[src/rtl/visited_scheduler_if.sv]
// Handshake, table-access and result signals between visited_scheduler and its
// environment (direction source, visited_positions table, result consumer).
interface visited_scheduler_if #(
    parameter int POSITION_WIDTH = 8,
    parameter int COUNT_WIDTH    = 16
);
    logic                      dir_valid;
    logic [1:0]                dir_code;
    logic                      dir_ready;
    logic                      input_end;
    logic                      pos_change;
    logic [POSITION_WIDTH-1:0] pos_x;
    logic [POSITION_WIDTH-1:0] pos_y;
    logic                      lookup_valid;
    logic                      lookup_already_visited;
    logic [COUNT_WIDTH-1:0]    unique_count;
    logic                      done;

    modport master (
        input  dir_valid, dir_code, input_end, lookup_valid, lookup_already_visited,
        output dir_ready, pos_change, pos_x, pos_y, unique_count, done
    );

    modport slave (
        output dir_valid, dir_code, input_end, lookup_valid, lookup_already_visited,
        input  dir_ready, pos_change, pos_x, pos_y, unique_count, done
    );
endinterface

[src/rtl/visited_scheduler.sv]
// Moves one or two agents by a direction stream, issues one visited-table access per
// move and counts the table's first-visit answers until the stream is drained.
module visited_scheduler #(
    parameter int POSITION_WIDTH = 8,
    parameter int AGENT_COUNT    = 2,
    parameter int COUNT_WIDTH    = 16
) (
    input  logic                clk,
    input  logic                reset,
    visited_scheduler_if.master bus
);
    typedef enum logic [1:0] {ORIGIN, RUN, DRAIN, DONE} state_e;

    localparam logic [POSITION_WIDTH-1:0] ORIGIN_POS = {1'b1, {(POSITION_WIDTH-1){1'b0}}};
    localparam logic [POSITION_WIDTH-1:0] POS_ONE    = {{(POSITION_WIDTH-1){1'b0}}, 1'b1};
    localparam logic [COUNT_WIDTH-1:0]    CNT_ONE    = {{(COUNT_WIDTH-1){1'b0}}, 1'b1};

    state_e                                     state_q, state_d;
    logic [AGENT_COUNT-1:0][POSITION_WIDTH-1:0] ax_q, ax_d, ay_q, ay_d;
    logic [POSITION_WIDTH-1:0]                  px_q, px_d, py_q, py_d, cur_x, cur_y;
    logic                                       sel_q, sel_d, end_q, end_d, pc_q, pc_d;
    logic [1:0]                                 outst_q, outst_d, win_q, win_d;
    logic [COUNT_WIDTH-1:0]                     uniq_q, uniq_d;
    logic                                       agent, origin_now, issue, resp;

    assign agent      = (AGENT_COUNT > 1) ? sel_q : 1'b0;
    assign origin_now = (state_q == ORIGIN) && !reset;
    assign issue      = pc_q || origin_now;
    // A result counts only against a request still outstanding; the window after
    // reset release swallows results of accesses abandoned by the reset.
    assign resp       = bus.lookup_valid && (win_q == 2'd0) && (outst_q != 2'd0);

    always_comb begin
        cur_x = ORIGIN_POS;
        cur_y = ORIGIN_POS;
        for (int a = 0; a < AGENT_COUNT; a++)
            if (a == int'(agent)) begin
                cur_x = ax_q[a];
                cur_y = ay_q[a];
            end
    end

    always_comb begin
        state_d       = state_q;
        ax_d          = ax_q;
        ay_d          = ay_q;
        px_d          = px_q;
        py_d          = py_q;
        sel_d         = sel_q;
        end_d         = end_q;
        pc_d          = 1'b0;
        bus.dir_ready = 1'b0;
        bus.done      = 1'b0;
        case (state_q)
            ORIGIN: begin
                ax_d    = {AGENT_COUNT{ORIGIN_POS}};
                ay_d    = {AGENT_COUNT{ORIGIN_POS}};
                state_d = RUN;
            end
            RUN: begin
                bus.dir_ready = 1'b1;
                if (bus.dir_valid) begin
                    px_d = cur_x;
                    py_d = cur_y;
                    case (bus.dir_code)
                        2'b00:   py_d = cur_y + POS_ONE;
                        2'b01:   py_d = cur_y - POS_ONE;
                        2'b10:   px_d = cur_x + POS_ONE;
                        default: px_d = cur_x - POS_ONE;
                    endcase
                    for (int a = 0; a < AGENT_COUNT; a++)
                        if (a == int'(agent)) begin
                            ax_d[a] = px_d;
                            ay_d[a] = py_d;
                        end
                    pc_d  = 1'b1;
                    sel_d = (AGENT_COUNT > 1) ? !sel_q : 1'b0;
                end
                if (bus.input_end) end_d = 1'b1;
                if (bus.input_end || end_q) state_d = DRAIN;
            end
            DRAIN: if (!pc_q && outst_q == 2'd0) state_d = DONE;
            default: bus.done = 1'b1;
        endcase
    end

    always_comb begin
        outst_d = outst_q;
        if (issue && !resp)      outst_d = outst_q + 2'd1;
        else if (!issue && resp) outst_d = outst_q - 2'd1;
        win_d  = (win_q != 2'd0) ? win_q - 2'd1 : win_q;
        uniq_d = uniq_q;
        if (resp && !bus.lookup_already_visited && uniq_q != '1) uniq_d = uniq_q + CNT_ONE;
    end

    always_ff @(posedge clk or posedge reset) begin
        if (reset) begin
            state_q <= ORIGIN;
            ax_q    <= {AGENT_COUNT{ORIGIN_POS}};
            ay_q    <= {AGENT_COUNT{ORIGIN_POS}};
            px_q    <= ORIGIN_POS;
            py_q    <= ORIGIN_POS;
            sel_q   <= 1'b0;
            end_q   <= 1'b0;
            pc_q    <= 1'b0;
            outst_q <= 2'd0;
            win_q   <= 2'd2;
            uniq_q  <= '0;
        end else begin
            state_q <= state_d;
            ax_q    <= ax_d;
            ay_q    <= ay_d;
            px_q    <= px_d;
            py_q    <= py_d;
            sel_q   <= sel_d;
            end_q   <= end_d;
            pc_q    <= pc_d;
            outst_q <= outst_d;
            win_q   <= win_d;
            uniq_q  <= uniq_d;
        end
    end

    assign bus.pos_change   = issue;
    assign bus.pos_x        = origin_now ? ORIGIN_POS : px_q;
    assign bus.pos_y        = origin_now ? ORIGIN_POS : py_q;
    assign bus.unique_count = uniq_q;
endmodule

[src/flat_wrapper.sv]
// flat-port wrapper written by rule: the top's interface ports become plain ports
module visited_scheduler_flat 
#(
    parameter int POSITION_WIDTH = 8,
    parameter int AGENT_COUNT    = 2,
    parameter int COUNT_WIDTH    = 16
)
  (clk, reset, bus_dir_valid, bus_dir_code, bus_input_end, bus_lookup_valid, bus_lookup_already_visited, bus_dir_ready, bus_pos_change, bus_pos_x, bus_pos_y, bus_unique_count, bus_done);
  visited_scheduler_if #(.POSITION_WIDTH(POSITION_WIDTH), .COUNT_WIDTH(COUNT_WIDTH)) bus_i ();
  input  logic clk;
  input  logic reset;
  input wire logic [$bits(bus_i.dir_valid)-1:0] bus_dir_valid;
  input wire logic [$bits(bus_i.dir_code)-1:0] bus_dir_code;
  input wire logic [$bits(bus_i.input_end)-1:0] bus_input_end;
  input wire logic [$bits(bus_i.lookup_valid)-1:0] bus_lookup_valid;
  input wire logic [$bits(bus_i.lookup_already_visited)-1:0] bus_lookup_already_visited;
  output wire logic [$bits(bus_i.dir_ready)-1:0] bus_dir_ready;
  output wire logic [$bits(bus_i.pos_change)-1:0] bus_pos_change;
  output wire logic [$bits(bus_i.pos_x)-1:0] bus_pos_x;
  output wire logic [$bits(bus_i.pos_y)-1:0] bus_pos_y;
  output wire logic [$bits(bus_i.unique_count)-1:0] bus_unique_count;
  output wire logic [$bits(bus_i.done)-1:0] bus_done;
  assign bus_i.dir_valid = bus_dir_valid;
  assign bus_i.dir_code = bus_dir_code;
  assign bus_i.input_end = bus_input_end;
  assign bus_i.lookup_valid = bus_lookup_valid;
  assign bus_i.lookup_already_visited = bus_lookup_already_visited;
  assign bus_dir_ready = bus_i.dir_ready;
  assign bus_pos_change = bus_i.pos_change;
  assign bus_pos_x = bus_i.pos_x;
  assign bus_pos_y = bus_i.pos_y;
  assign bus_unique_count = bus_i.unique_count;
  assign bus_done = bus_i.done;
  visited_scheduler #(.POSITION_WIDTH(POSITION_WIDTH), .AGENT_COUNT(AGENT_COUNT), .COUNT_WIDTH(COUNT_WIDTH)) u_core (.clk(clk), .reset(reset), .bus(bus_i));
endmodule
[config.mk]
export PLATFORM = sky130hd
export DESIGN_NAME = visited_scheduler_flat
export DESIGN_NICKNAME = d
export VERILOG_FILES = /design/src/rtl/visited_scheduler_if.sv /design/src/rtl/visited_scheduler.sv /design/src/flat_wrapper.sv
export SDC_FILE = /design/constraint.sdc
export NUM_CORES = 1
export LEC_CHECK = 0
export ABC_AREA = 1
export ABC_CLOCK_PERIOD_IN_PS = 2400
export BUFFER_PORTS_ARGS = -buffer_cell sky130_fd_sc_hd__buf_2
export CORE_AREA = 2 2 107 109
export DETAILED_ROUTE_END_ITERATION = 16
export DIE_AREA = 0 0 109 111
export HOLD_SLACK_MARGIN = 0.15
export RECOVER_POWER = 100
export SLEW_MARGIN = 20
export SYNTH_ARGS = -nofsm -noshare
export SYNTH_HDL_FRONTEND = slang
export SYNTH_SLANG_ARGS = --single-unit
export TNS_END_PERCENT = 30
[constraint.sdc]
create_clock -name clk -period 2.4 [get_ports clk]
set_input_delay 0 -clock clk [delete_from_list [all_inputs] [get_ports clk]]
set_output_delay 0 -clock clk [all_outputs]
set_load 0.03 [all_outputs]
==> impl_metrics.env, run 1 <==
export IMPL_peakVddDrop_mv=0.704
export IMPL_syn_to_final_growth_pct=16.0
export IMPL_cp_end_kind="flip-flop"
export IMPL_rsz0062_at_grt="yes"
export IMPL_powerDensity_mw_per_mm2=1210
export IMPL_ant_nets=0
export IMPL_cap_viol_max_count=0
export IMPL_cp_slowest_stage_delay_ns=0.49
export IMPL_fmax_ghz=0.451
export IMPL_cp_data_required_time_ns=2.62
export IMPL_slew_limit_headroom_pct=38.6
export IMPL_hpwl_mm=6.75
export IMPL_clock_sinks=73
export IMPL_clk_pin_slew_ns=0.06
export IMPL_synth_area_per_cell_sq_um=7.91
export IMPL_yosys_warnings=0
export IMPL_startpoint_type="flip-flop"
export IMPL_diodes=0
export IMPL_grt_max_degree=74
export IMPL_synth_seq_cells=73
export IMPL_synth_edf_count=0
export IMPL_netlist_cell_type_count=33
export IMPL_globalplace_congestion=0.835
export IMPL_htree_levels=3
export IMPL_synth_ff_type="dfrtp_1"
export IMPL_drt_iter0_drc=128
export IMPL_synthArstFlopShare_pct=100
export IMPL_syn_area_sq_mm=0.00427
export IMPL_fin_crit_ns=2.22
export IMPL_clk_latency_ns=0.34
export IMPL_grt_pass1_vias=3582
export IMPL_fp_dieH_microns=111
export IMPL_switching_share_pct=44.1
export IMPL_tritoncts="done"
export IMPL_netlist_instances=540
export IMPL_antenna_found_initial=0
export IMPL_cts_made_buffers=9
export IMPL_grtUsageTotal_pct=17.7
export IMPL_wl_per_cell_microns=12.9
export IMPL_final_cell_mix="nand2_1, inv_1, dfrtp_1, o21ai_0, nor2_1"
export IMPL_num_nets_final=624
export IMPL_drc_errors=0
export IMPL_crit_chain="inv_1 > ha_1 > nand2_2 > inv_1 > or2_4 > ha_4 > a21oi_1 > o21ai_1 > xor2_1"
export IMPL_pwr_share_clk_pct=21.9
export IMPL_ctsLongestPathBuffers=2
export IMPL_final_util_pct=44.7
export IMPL_worstPathMaxFanout=16
export IMPL_met2WireLength_mm=4.40
export IMPL_leakage_uw=0.00252
export IMPL_arrival_ns=2.44
export IMPL_cp_num_buf_inv=2
export IMPL_status="complete, no violations"
export IMPL_wl_met1_mm=4.66
export IMPL_worst_pin_slew_ns=0.921
export IMPL_dr_pass1_iters=4
export IMPL_p_sw_uw=2640
export IMPL_min_path_type="in2reg"
export IMPL_combinationalPowerShare_pct=47.2
export IMPL_whs_ns=0.394
export IMPL_internal_power_uw=3360
export IMPL_final_common_cell="nand2_1"
export IMPL_synth_nets=568
export IMPL_start_util_pct=38.6
export IMPL_setup_viol=0
export IMPL_ioPinCount=43
export IMPL_viasPerCell=4.83
export IMPL_cpLargestDelayFamily="buffers and inverters"
export IMPL_core_sq_mm=0.0111
export IMPL_seqPwrFrac_pct=31.0
export IMPL_routed_wirelength_mm=9.60
export IMPL_cpMostUsedCell="inv_1"
export IMPL_drv_slew=0
export IMPL_yosysSeqAreaShare_pct=43.0
export IMPL_timing_final_hold_violations=0
export IMPL_die_w_microns=109
export IMPL_path_class="reg2reg"
export IMPL_crit_slowest_cell="inv_1"
export IMPL_die_area_sq_mm=0.0121
export IMPL_highest_layer="met4"
export IMPL_num_rows=39
export IMPL_port_buffers=42
export IMPL_cts_root_buf="clkbuf_16"
export IMPL_route_met3_wl_microns=305
export IMPL_overflow=0
export IMPL_post_route_period_util_pct=92.3
export IMPL_drive_gt1_share_pct=11.3
export IMPL_vias=3593
export IMPL_grt_pass1_wl_mm=16.8
export IMPL_finalClockSkew_ns=0.00538
-- state kept, by name, summed over array words and instances (netlist names) --
signal,flops
u_core.state_q,2
u_core.px_q,8
u_core.bus.unique_count,16
u_core.py_q,8
u_core.end_q,1
u_core.ay_q,16
u_core.agent,1
u_core.ax_q,16
u_core.outst_q,2
u_core.pc_q,1
u_core.win_q,2
-- power by group through the flow --
stage	clock network (uW)	logic, uW	registers (uW)
final	1310	2830	1860
after CTS	1360	2920	1860
after global routing	1410	3230	1910
after floorplan	0	2150	1910
after global placement	0	2850	1870
after detailed placement	0	2890	1880
-- routing by layer --
metal	vias to the layer above	global-route usage [%]
met4	0	7.69
li1	1831	-
met3	18	3.82
met2	55	28.3
met5	-	0
met1	1689	22.9
-- area by class of cell --
cell class	count	area, sq um
clock buffer	11	233
clock inverter	5	56.3
fill	1127	6120
inverter	75	283
multi-input combinational	377	2050
sequential	73	1840
tap	143	179
timing repair buffer	60	324
-- cells in the mapped netlist, drive strengths merged (8+ instances only) --
cell type  count  share of area, %
nor2          39               3.5
xor2          18               3.7
nand3         41               5.3
buf            8               1.5
nand2        151                14
ha            18               5.3
o21ai         55               6.8
xnor2          9               1.8
inv           75               6.6
dfrtp         66                39
a21oi         11               1.3
-- what timing repair did --
item / CTS / global route
hold endpoints to repair: 82 / 0
hold buffers: 6 / 0
gates resized for setup: 0 / 4
endpoints found under the setup margin: 0 / 8
setup buffers: 0 / 0
-- cell families (layout without fill, tap and decap cells) --
| family | count (synthesis) | count (layout) | synth area share, % |
|---|---|---|---|
| buffers and inverters | 90 | 151 | 9.40 |
| DFF | 73 | 73 | 43.0 |
| adders and majority gates | 20 | 20 | 6.21 |
| xor gates and xnor gates | 27 | 27 | 5.53 |
| and+or+nand+nor | 249 | 249 | 25.4 |
| AOI/OAI and AO/OA | 81 | 81 | 10.5 |
-- per-stage QoR --
step	worst slack, ns	instance area, sq um	std cells	power [uW]	TNS [ns]
after floorplan	0.0203	4290	540	4070	0
final	0.184	4960	744	6000	0
after global placement	0.244	4670	722	4720	0
after global routing	-0.00417	4960	744	6540	-0.00748
after CTS	0.155	5010	744	6130	0
after detailed placement	0.177	4670	722	4770	0
-- path summary, 6_finish.rpt --
kind	startpoint	endpoint	slack [ns]	cells after the start
worst max-delay path	u_core.state_q[1]$_DFFE_PP0P_	u_core.outst_q[1]$_DFFE_PP0P_	0.18	9
worst min-delay path	bus_dir_code[0]	u_core.ay_q[7]$_DFFE_PP1P_	0.39	9
worst max register to register	u_core.state_q[1]$_DFFE_PP0P_	u_core.outst_q[1]$_DFFE_PP0P_	0.18	9
worst min register to register	u_core.end_q$_DFFE_PP0P_	u_core.end_q$_DFFE_PP0P_	0.45	1
max in group asynchronous	reset	u_core.ay_q[8]$_DFFE_PP0P_	1.20	4
min in group asynchronous	reset	u_core.bus.unique_count[0]$_DFFE_PP0P_	0.60	4
-- worst reg2reg max path, delay by kind of cell (launching register included) --
kind | cells | cell delay, ns
DFF | 1 | 0.40
adders and majority gates | 2 | 0.43
buffers and inverters | 2 | 0.61
and+or+nand+nor | 2 | 0.33
AOI/OAI and AO/OA | 2 | 0.19
xor gates and xnor gates | 1 | 0.14
(Power assumes the default switching activity.)
==> run 2: changes to the inputs <==
CTS_BUF_LIST = sky130_fd_sc_hd__clkbuf_8 sky130_fd_sc_hd__clkbuf_16   (was not set)
PLACE_DENSITY = 0.65   (was not set)
==> run 2 against run 1 <==
Net effect: maximum frequency is 2.4% higher; clock-buffer cell count decreased by 2; wire length decreased by 1.5%; sequential cell count unchanged; sequential power about the same; register-to-register slack better by 0.05 ns; design area decreased by 0.56%; worst setup slack improved by 0.052 ns; critical path type unchanged; largest cell class unchanged; largest power group unchanged; highest routed layer unchanged.
==> impl_metrics.env, run 2 (synthesis gave the netlist of run 1 again) <==
export IMPL_status="complete, no violations"
export IMPL_cpLargestDelayFamily="compound AO/OA/AOI/OAI gates"
export IMPL_dp_cells=722
export IMPL_fin_tns_setup_ns=0
export IMPL_whs_ns=0.377
export IMPL_finalClockSkew_ns=0.00463
export IMPL_ant_nets=0
export IMPL_setup_viol=0
export IMPL_path_class="reg2reg"
export IMPL_dr_pass1_iters=4
export IMPL_arrival_ns=2.41
export IMPL_cp_slowest_stage_delay_ns=0.40
export IMPL_cap_viol_max_count=0
export IMPL_num_rows=39
export IMPL_drv_slew=0
export IMPL_globalplace_congestion=0.841
export IMPL_min_path_type="in2reg"
export IMPL_fin_crit_ns=2.16
export IMPL_clk_pin_slew_ns=0.06
export IMPL_worst_pin_slew_ns=0.917
export IMPL_final_cell_mix="nand2_1, inv_1, dfrtp_1, o21ai_0"
export IMPL_worstPathMaxFanout=25
export IMPL_stdcell_count=744
export IMPL_seq_area_sq_mm=0.00184
export IMPL_cpMostUsedCell="o21ai_0"
export IMPL_die_w_microns=109
export IMPL_start_util_pct=38.6
export IMPL_leakage_uw=0.00251
export IMPL_wl_per_cell_microns=12.7
export IMPL_num_nets_final=624
export IMPL_antenna_found_initial=0
export IMPL_crit_chain="buf_6 > o21ai_0 > ha_1 > a21o_1 > inv_1 > nand2_1 > xor2_1 > o21ai_0 > nand2_1 > o21ai_0"
export IMPL_timing_final_hold_violations=0
export IMPL_vias=3602
export IMPL_viasPerCell=4.84
export IMPL_drive_gt1_share_pct=10.3
export IMPL_combinationalPowerShare_pct=46.9
export IMPL_cts_made_buffers=9
export IMPL_ioPinCount=43
export IMPL_cp_num_buf_inv=2
export IMPL_clock_sinks=73
export IMPL_htree_levels=3
export IMPL_core_sq_mm=0.0111
export IMPL_fmax_ghz=0.462
export IMPL_clk_latency_ns=0.33
export IMPL_seqPwrFrac_pct=31.1
export IMPL_grt_pass1_wl_mm=16.7
export IMPL_slew_limit_headroom_pct=38.9
export IMPL_overflow=0
export IMPL_diodes=0
export IMPL_num_fill_cells=1104
export IMPL_pwr_share_clk_pct=22.0
export IMPL_drc_errors=0
export IMPL_hpwl_mm=6.82
export IMPL_fp_dieH_microns=111
export IMPL_drt_iter0_drc=161
export IMPL_final_util_pct=44.5
export IMPL_tritoncts="done"
export IMPL_syn_to_final_growth_pct=15.3
export IMPL_crit_slowest_cell="dfrtp_1"
export IMPL_multi_input_area_sq_mm=0.00203
export IMPL_switching_share_pct=44.4
export IMPL_die_area_sq_mm=0.0121
export IMPL_p_sw_uw=2650
export IMPL_routed_wirelength_mm=9.45
export IMPL_cp_end_kind="flip-flop"
export IMPL_final_common_cell="nand2_1"
export IMPL_powerDensity_mw_per_mm2=1210
export IMPL_post_route_period_util_pct=90.2
export IMPL_peakVddDrop_mv=0.790
export IMPL_cts_setup_buffers=0
export IMPL_p_total_uw=5970
export IMPL_internal_power_uw=3320
export IMPL_cp_data_required_time_ns=2.65
export IMPL_ctsLongestPathBuffers=2
export IMPL_grt_max_degree=74
export IMPL_startpoint_type="flip-flop"
export IMPL_rsz0062_at_grt="no"
export IMPL_grt_pass1_vias=3559
export IMPL_grtUsageTotal_pct=17.5
export IMPL_cts_root_buf="clkbuf_16"
export IMPL_port_buffers=42
-- run 2: per-layer routing --
layer  vias to the layer above  routed length, microns  GRT usage, %  share of wire, %
met5                         -                       0             0                 0
met4                         0                     135          6.75               1.4
met3                        10                     302          3.06               3.2
met2                        58                    4510          27.2                48
met1                      1698                    4510          24.2                48
li1                       1836                       -             -                 -
-- run 2: layout make-up --
type                    count  area share [%]
clock inverters             7            1.29
inverters                  75            5.74
clock buffers               9            4.57
repair buffers             60            6.30
well taps                 143            3.63
multi-input cells         377            41.2
flip-flops and latches     73            37.2
-- run 2: metrics by stage --
stage / instance area, sq um / setup slack [ns]
after floorplan: 4290 / 0.0203
after global placement: 4650 / 0.241
after detailed placement: 4650 / 0.197
after CTS: 5000 / 0.165
after global routing: 4930 / 0.00958
final: 4930 / 0.236
-- run 2: worst paths after layout --
kind,slack [ns],depth (start not counted),end,from
max,0.24,10,u_core.ay_q[3]$_DFFE_PP0P_,u_core.agent$_DFFE_PP0P_
min,0.38,8,u_core.ax_q[6]$_DFFE_PP0P_,bus_dir_code[0]
max reg2reg,0.24,10,u_core.ay_q[3]$_DFFE_PP0P_,u_core.agent$_DFFE_PP0P_
min reg2reg,0.46,1,u_core.end_q$_DFFE_PP0P_,u_core.end_q$_DFFE_PP0P_
max in group asynchronous,1.19,4,u_core.ay_q[6]$_DFFE_PP0P_,reset
min in group asynchronous,0.61,4,u_core.bus.unique_count[4]$_DFFE_PP0P_,reset
-- run 2: worst min-delay path: cells and delay by family --
kind                   cells  cell delay, ns
buffers and inverters      1            0.10
AO/OA/AOI/OAI              1            0.08
AND/OR/NAND/NOR            6            0.50
-- run 2: power groups by stage --
| stage | Clock (uW) | Sequential [uW] | Combinational (uW) |
|---|---|---|---|
| 3_5_place_dp | 0 | 1870 | 2900 |
| 4_1_cts | 1350 | 1850 | 2920 |
| 3_3_place_gp | 0 | 1860 | 2830 |
| 2_1_floorplan | 0 | 1910 | 2150 |
| 5_1_grt | 1400 | 1910 | 3200 |
| 6_report | 1310 | 1860 | 2800 |
-- run 2: what timing repair did --
item                       CTS  global route
hold buffers                 6             0
setup endpoints to repair    0            14
gates resized for setup      0             4
hold endpoints to repair    80             0
